===== src/rtl/ram_arbiter.sv =====
`default_nettype none
// ============================================================================
// Module   : ram_arbiter
// Brief    : Shares one 16x8 RAM between the CPU datapath and a burst loader,
//            handing the RAM to the loader only at instruction boundaries.
// Revision : 1.0  initial release
// ============================================================================
module ram_arbiter #(
    parameter int BURST_MAX = 16
) (
    input  logic        clk,
    input  logic        rst,
    input  logic [15:0] ctrl_data,
    input  logic [2:0]  cpu_step,
    input  logic [7:0]  bus_in,
    input  logic [7:0]  ram_rdata,
    input  logic        ld_req,
    input  logic        ld_valid,
    input  logic        ld_we,
    input  logic [3:0]  ld_addr,
    input  logic [7:0]  ld_wdata,
    output logic [3:0]  ram_addr,
    output logic        ram_we,
    output logic [7:0]  ram_wdata,
    output logic        cpu_hold,
    output logic        ld_gnt,
    output logic        ld_ack,
    output logic [7:0]  ld_rdata
);

    localparam logic [1:0] c_ST_CPU     = 2'd0;
    localparam logic [1:0] c_ST_DRAIN   = 2'd1;
    localparam logic [1:0] c_ST_GRANT   = 2'd2;
    localparam logic [1:0] c_ST_RELEASE = 2'd3;

    localparam logic [7:0] c_BURST_LAST = BURST_MAX[7:0];

    logic [1:0] r_state;
    logic [1:0] w_state_next;
    logic [3:0] r_mar;
    logic       r_halted;
    logic       r_cooldown;
    logic [7:0] r_cnt;
    logic       r_ld_ack;
    logic [7:0] r_ld_rdata;

    logic       w_hlt;
    logic       w_mi;
    logic       w_ri;
    logic       w_accept;
    logic [7:0] w_cnt_inc;
    logic       w_unused_bits;

    assign w_hlt         = ctrl_data[15];
    assign w_mi          = ctrl_data[14];
    assign w_ri          = ctrl_data[13];
    assign w_unused_bits = ^ctrl_data[12:0];

    assign w_accept  = (r_state == c_ST_GRANT) && ld_req && ld_valid;
    assign w_cnt_inc = r_cnt + 8'd1;

    assign ld_ack   = r_ld_ack;
    assign ld_rdata = r_ld_rdata;

    always_comb begin
        w_state_next = r_state;
        ram_addr     = r_mar;
        ram_wdata    = bus_in;
        ram_we       = w_ri;
        cpu_hold     = 1'b0;
        ld_gnt       = 1'b0;
        case (r_state)
            c_ST_CPU: begin
                // A halted CPU never advances its step, so waiting is pointless
                if (ld_req && (!r_cooldown || r_halted))
                    w_state_next = c_ST_DRAIN;
            end
            c_ST_DRAIN: begin
                cpu_hold = (cpu_step == 3'd0) || r_halted;
                if (cpu_hold)
                    ram_we = 1'b0;
                if (!ld_req)
                    w_state_next = c_ST_CPU;
                else if (cpu_hold)
                    w_state_next = c_ST_GRANT;
            end
            c_ST_GRANT: begin
                cpu_hold  = 1'b1;
                ld_gnt    = 1'b1;
                ram_addr  = ld_addr;
                ram_wdata = ld_wdata;
                ram_we    = ld_valid & ld_we & ld_req;
                if (!ld_req)
                    w_state_next = c_ST_RELEASE;
                else if (w_accept && (w_cnt_inc == c_BURST_LAST))
                    w_state_next = c_ST_RELEASE;
            end
            default: begin
                cpu_hold     = 1'b1;
                ram_we       = 1'b0;
                w_state_next = c_ST_CPU;
            end
        endcase
    end

    always_ff @(posedge clk) begin
        if (rst) begin
            r_state    <= c_ST_CPU;
            r_mar      <= 4'd0;
            r_halted   <= 1'b0;
            r_cooldown <= 1'b0;
            r_cnt      <= 8'd0;
            r_ld_ack   <= 1'b0;
            r_ld_rdata <= 8'd0;
        end else begin
            r_state <= w_state_next;
            if (w_mi && !cpu_hold)
                r_mar <= bus_in[3:0];
            if (w_hlt && ((r_state == c_ST_CPU) || (r_state == c_ST_DRAIN)))
                r_halted <= 1'b1;
            if (r_state == c_ST_RELEASE)
                r_cooldown <= 1'b1;
            else if (cpu_step != 3'd0)
                r_cooldown <= 1'b0;
            if (r_state != c_ST_GRANT)
                r_cnt <= 8'd0;
            else if (w_accept)
                r_cnt <= w_cnt_inc;
            r_ld_ack <= w_accept;
            // Writes echo their own data so the loader sees one uniform ack
            if (w_accept)
                r_ld_rdata <= ld_we ? ld_wdata : ram_rdata;
        end
    end

endmodule
`default_nettype wire


===== config.mk =====
export PLATFORM = sky130hd
export DESIGN_NAME = ram_arbiter
export DESIGN_NICKNAME = d
export VERILOG_FILES = /design/src/rtl/ram_arbiter.sv
export SDC_FILE = /design/constraint.sdc
export NUM_CORES = 1
export LEC_CHECK = 0
export ABC_AREA = 1
export CORE_UTILIZATION = 25
export CTS_BUF_LIST = sky130_fd_sc_hd__clkbuf_8
export DETAILED_ROUTE_END_ITERATION = 6
export PLACE_DENSITY_LB_ADDON = 0.3
export SETUP_SLACK_MARGIN = 0.05
export SYNTH_ARGS = -nofsm -noshare
export SYNTH_HDL_FRONTEND = slang
export SYNTH_SLANG_ARGS = --single-unit

===== constraint.sdc =====
create_clock -name clk -period 2.6 [get_ports clk]
set_input_delay 0.52 -clock clk [delete_from_list [all_inputs] [get_ports clk]]
set_output_delay 0.52 -clock clk [all_outputs]
set_load 0.05 [all_outputs]

==> flow_summary.toml, run 1 <==
[critical_path]
cp.depth = 5
rr_worst_depth = 10
r2r_start = "r_cnt[0]"
worst_setup_path_end_kind = "output pin"
crit_start = "cpu_step[1]"
startpoint_type = "input pin"
cp_cell_sequence = "clkdlybuf4s50_1 > nor3_1 > o21ai_0 > a32o_1 > buf_12"
slowest_stage = "clkdlybuf4s50_1"
cp.required_ps = 2080
critPathCapture = "ram_we"
worstSetupPathType = "in2out"
path_max_fanout = 3
r2r-end = "r_state[1]"
critPathBufInv = 2
r2r_slack_ps = 1050
worst_ep_arrival_time_ps = 1860
crit_family = "buffers and inverters"
slowest_delay_ps = 400

[sta]
max_freq_mhz = 421
fin_hold_ws_ps = 450
slew_headroom = 0.642
period_share = 0.914
tightest_slew_ps = 536
hold_violations = 0
skew_ps = 1.80
setup_viol = 0
drv_slew = 0
fin_tns_setup_ps = 0
fin_crit_ps = 2380
rsz0062_at_grt = "false"

[route]
wl_per_cell_um = 11.0
drtIter0Drc = 34
drc = 0
postRouteAntennaNets = 0
routed_wl_um = 3660
drt_pass1_iterations = 4
via_per_inst = 4.39
vias = 1462

[logic_synthesis]
postSynthAreaPerCell_sq_um = 6.87
syn_nets = 252
synth_top_area_frac = 0.366
netlist_area_sq_mm = 0.00137
yosys.area.top_type = "dfxtp_1"
synth.most_common_cell = "nand2_1"
yosys_warnings = 0
synthDistinctLibCells = 26
ys.flop_type = "dfxtp_1"
synth_edf_count = 0
netlist_top_cells_count = "nand2_1 (54), dfxtp_1 (25), inv_1 (23), a21oi_1 (21), o21ai_0 (21)"
ys_seq_elements = 25
synthArstFlopShare = 0
synthTopCellsByArea = "dfxtp_1 (37%), nand2_1 (15%), a21oi_1 (7.7%), o21ai_0 (7.7%), inv_1 (6.3%)"
syn_inst = 199
synth-seq-area-share = 0.366

[placement]
port_buffers = 62
dpl_cell_area_sq_mm = 0.00207
hpwl_um = 2850
gp_congestion = 0.815

[cts]
cts.clk_slew.worst_paths_ps = 90
cts.hold.buffers_added = 0
cts_sinks = 25
htree_levels = 1
postCtsSetupRepairBufs = 0
cts-root-buf = "clkbuf_8"
ctsResizeCount = 0
cts_buffers = 3
cts_tree = "yes"
clock_latency_ps = 270
cts_buffer_depth = 2

[power_and_ir_drop]
ir_drop_mv = 0.187
p_leak_nw = 0.934
power_density_mw_per_mm2 = 477
p_total_mw = 1.01

[run]
maxCapViolations = 0

[status]
status = "finished clean"

[global_route]
grt_overflow_total = 0
antenna_found_initial = 0
grt_pass1_wl_um = 6440
grt_pass1_vias = 1423
gr-usage-all-layers = 0.137
grt_max_degree = 26

[hold_path]
hold_path.class = "reg2reg"
hold_depth = 2

[finish]
syn2layout_area_growth_pct = 55.2
fin_util = 0.410
drive_above_1_share = 0.122
n_antenna_cell = 0
design_area_sq_mm = 0.00212
finalNetCount = 317

[floorplan]
die_height_um = 75.9
rows = 26
die_x_um = 75.9
core_sq_mm = 0.00517
ios = 76
die_area_sq_mm = 0.00576
initial_utilization = 0.264
[registers in the layout, summed over array words and instances (netlist names)]
name / flops
ld_ack: 1
r_cooldown: 1
r_cnt: 8
r_mar: 4
r_state: 2
ld_rdata: 8
r_halted: 1
[worst min-delay path: stages, from the launching register on]
cell     delay [ps]
dfxtp_1         310
inv_1            50
a21oi_1          50
[per-stage QoR]
step	instances	worst slack [ps]
after global routing	333	75.8
final	333	222
after floorplan	199	161
after CTS	333	199
after detailed placement	329	202
after global placement	329	205
[where the power goes]
part           total [mW]  switching [mW]  internal, mW  leakage (nW)
clock network       0.233           0.126         0.107        0.0255
logic               0.365           0.216         0.148         0.706
registers           0.413          0.0133         0.399         0.203
total                1.01           0.356         0.655         0.934
[cells by family (layout without fill, tap and decap cells)]
logic type | Yosys count | in the layout | synth area share
mux | 8 | 8 | 0.0586
buf+inv | 32 | 96 | 0.0925
simple gates | 85 | 85 | 0.289
flops | 25 | 25 | 0.366
compound gates | 48 | 48 | 0.184
fa+ha+maj | 1 | 1 | 0.00916
[placed cells by master, fill, tap and decap left out]
cell	instances
o21ai_1	2
o21ai_0	21
nand3_1	12
o211ai_1	1
mux2i_1	8
nand3_4	1
nand4_1	1
a31oi_1	1
clkbuf_8	3
nand2_1	54
nor2_2	1
nor3_1	2
inv_2	3
nand3_2	1
clkdlybuf4s50_1	47
and3_1	1
inv_4	1
o21bai_1	1
a21oi_1	21
dfxtp_1	25
a32o_1	1
nor2_8	1
nor2_4	2
buf_4	15
buf_12	3
ha_1	1
clkinv_2	1
nor2_1	9
inv_1	23
[per-layer routing]
metal  wire (um)  vias up  track usage
met5           0        -            0
met4          78        0       0.0692
met3         155        6       0.0241
met2        1720       31        0.231
met1        1710      640        0.168
li1            -      785            -
[worst min path at each step]
| stage | start | endpoint | slack, ps |
|---|---|---|---|
| after detailed placement | r_mar[3] | r_mar[3] | 440 |
| final | r_mar[3] | r_mar[3] | 450 |
| after floorplan | r_mar[3] | r_mar[3] | 420 |
| after global placement | r_mar[3] | r_mar[3] | 440 |
| after global routing | r_mar[0] | r_mar[0] | 480 |
| after CTS | r_mar[3] | r_mar[3] | 450 |
[area by class of cell]
type	count	area (sq um)
sequential	25	500
multi-input combinational	142	739
timing repair buffer	65	643
tap	70	87.6
clock buffer	3	41.3
clock inverter	1	5.00
inverter	27	104
fill	524	3050
No activity file was read; power rests on OpenSTA's default activity.
==> run 2, diff against run 1 <==
--- a/config.mk
+++ b/config.mk
@@ -6,9 +6,10 @@
 export NUM_CORES = 1
 export LEC_CHECK = 0
 export ABC_AREA = 1
-export CORE_UTILIZATION = 25
+export CORE_UTILIZATION = 43
 export CTS_BUF_LIST = sky130_fd_sc_hd__clkbuf_8
 export DETAILED_ROUTE_END_ITERATION = 6
+export GPL_TIMING_DRIVEN = 0
 export PLACE_DENSITY_LB_ADDON = 0.3
 export SETUP_SLACK_MARGIN = 0.05
 export SYNTH_ARGS = -nofsm -noshare
==> run 2 against run 1 <==
Die area is 41% lower; worst setup slack got worse by 6.2 ps; core utilization increased by 26 points; critical path depth unchanged; non-clock buffer count is 1 higher.
==> flow_summary.toml, run 2 (synthesis results as in run 1) <==
[sta]
fin_crit_ps = 2380
drv_slew = 0
setup_viol = 0
slew_headroom = 0.583
max_freq_mhz = 420
hold_violations = 0
fin_hold_ws_ps = 457
tightest_slew_ps = 625
period_share = 0.917
skew_ps = 2.75
rsz0062_at_grt = "false"

[finish]
final_common_cell = "nand2_1"
finalNetCount = 318
n_antenna_cell = 0
fillers = 281
design_area_sq_mm = 0.00204
fin_util = 0.674
multi_input_area_sq_um = 739
regArea_sq_um = 500
final_cell_mix = "nand2_1 (54), clkdlybuf4s50_1 (45), dfxtp_1 (25), inv_1 (24)"
syn2layout_area_growth_pct = 49.3
drive_above_1_share = 0.0985

[status]
status = "finished clean"

[power_and_ir_drop]
ir_drop_mv = 0.252
power_density_mw_per_mm2 = 476
p_leak_nw = 0.969
p_total_uw = 971

[route]
drc = 0
drt_pass1_iterations = 4
postRouteAntennaNets = 0
vias = 1512
drtIter0Drc = 44
via_per_inst = 4.91
routed_wl_um = 3620
wl_per_cell_um = 11.7

[hold_path]
hold_path.class = "reg2reg"
min_from = "r_mar[1]"
hold_depth = 2

[critical_path]
cp.required_ps = 2080
startpoint_type = "input pin"
worst_setup_path_end_kind = "output pin"
path_max_fanout = 3
crit_start = "cpu_step[1]"
worst_ep_arrival_time_ps = 1860
r2r_start = "r_cnt[0]"
rr_worst_depth = 10
worstSetupPathType = "in2out"

[floorplan]
ios = 76
rows = 20
die_area_sq_mm = 0.00341
core_sq_mm = 0.00303
die_x_um = 58.4
die_height_um = 58.4
initial_utilization = 0.451

[placement]
port_buffers = 61
dpl_cell_area_sq_mm = 0.00203
gp_congestion = 0.868
hpwl_um = 2710

[cts]
cts_buffers = 3
cts.hold.buffers_added = 0
cts-root-buf = "clkbuf_8"
htree_levels = 1
cts_tree = "yes"
clock_latency_ps = 270
cts.clk_slew.worst_paths_ps = 80
postCtsSetupRepairBufs = 0
cts_buffer_depth = 2
cts_sinks = 25

[global_route]
grt_use_met1 = 0.266
grt_max_degree = 14
grt_pass1_vias = 1338
top_usage_layer = "met2"
gr-usage-all-layers = 0.220
grt_overflow_total = 0
gr-usage-met2 = 0.386
grt_pass1_wl_um = 5710
globalRouteMet3Util = 0.0220
antenna_found_initial = 0

[run]
maxCapViolations = 0
run 2: worst paths after layout:
kind | slack, ps | end
max | 220 | ram_we
max reg2reg | 1100 | r_state[1]
min reg2reg | 460 | r_mar[1]
min | 460 | r_mar[1]
run 2: per-stage QoR:
| step | cells | TNS [ps] | worst slack, ps |
|---|---|---|---|
| after floorplan | 199 | 0 | 161 |
| after global placement | 304 | -703 | -486 |
| after detailed placement | 304 | -706 | -476 |
| after CTS | 308 | 0 | 56.6 |
| after global routing | 308 | 0 | 111 |
| final | 308 | 0 | 216 |
run 2: worst max-delay path: stages:
cell and delay (ps):
clkdlybuf4s50_1 400, nor3_1 300, o21ai_0 200, a32o_1 260, buf_4 180
run 2: area by class of cell:
class | instances | area share
inverter | 27 | 0.0509
sequential | 25 | 0.245
timing repair buffer | 61 | 0.280
tap | 44 | 0.0270
clock inverter | 1 | 0.00184
buffer | 5 | 0.0123
clock buffer | 3 | 0.0202
multi-input combinational | 142 | 0.363
run 2: what timing repair did:
item,in CTS,in global routing
resized for setup,18,22
endpoints found under the setup margin,12,13
gates cloned,0,0
pin swaps,0,0
run 2: report_power, final:
group,switching [mW],internal (mW)
clock network,0.120,0.106
logic,0.213,0.120
registers,0.0133,0.399
total,0.346,0.625
run 2: routing by layer:
metal / share of wire / wire length, um / vias up
met1: 0.44 / 1610 / 684
met5: 0 / 0 / -
met4: 0.026 / 93 / 0
li1: - / - / 781
met3: 0.038 / 137 / 7
met2: 0.49 / 1780 / 40
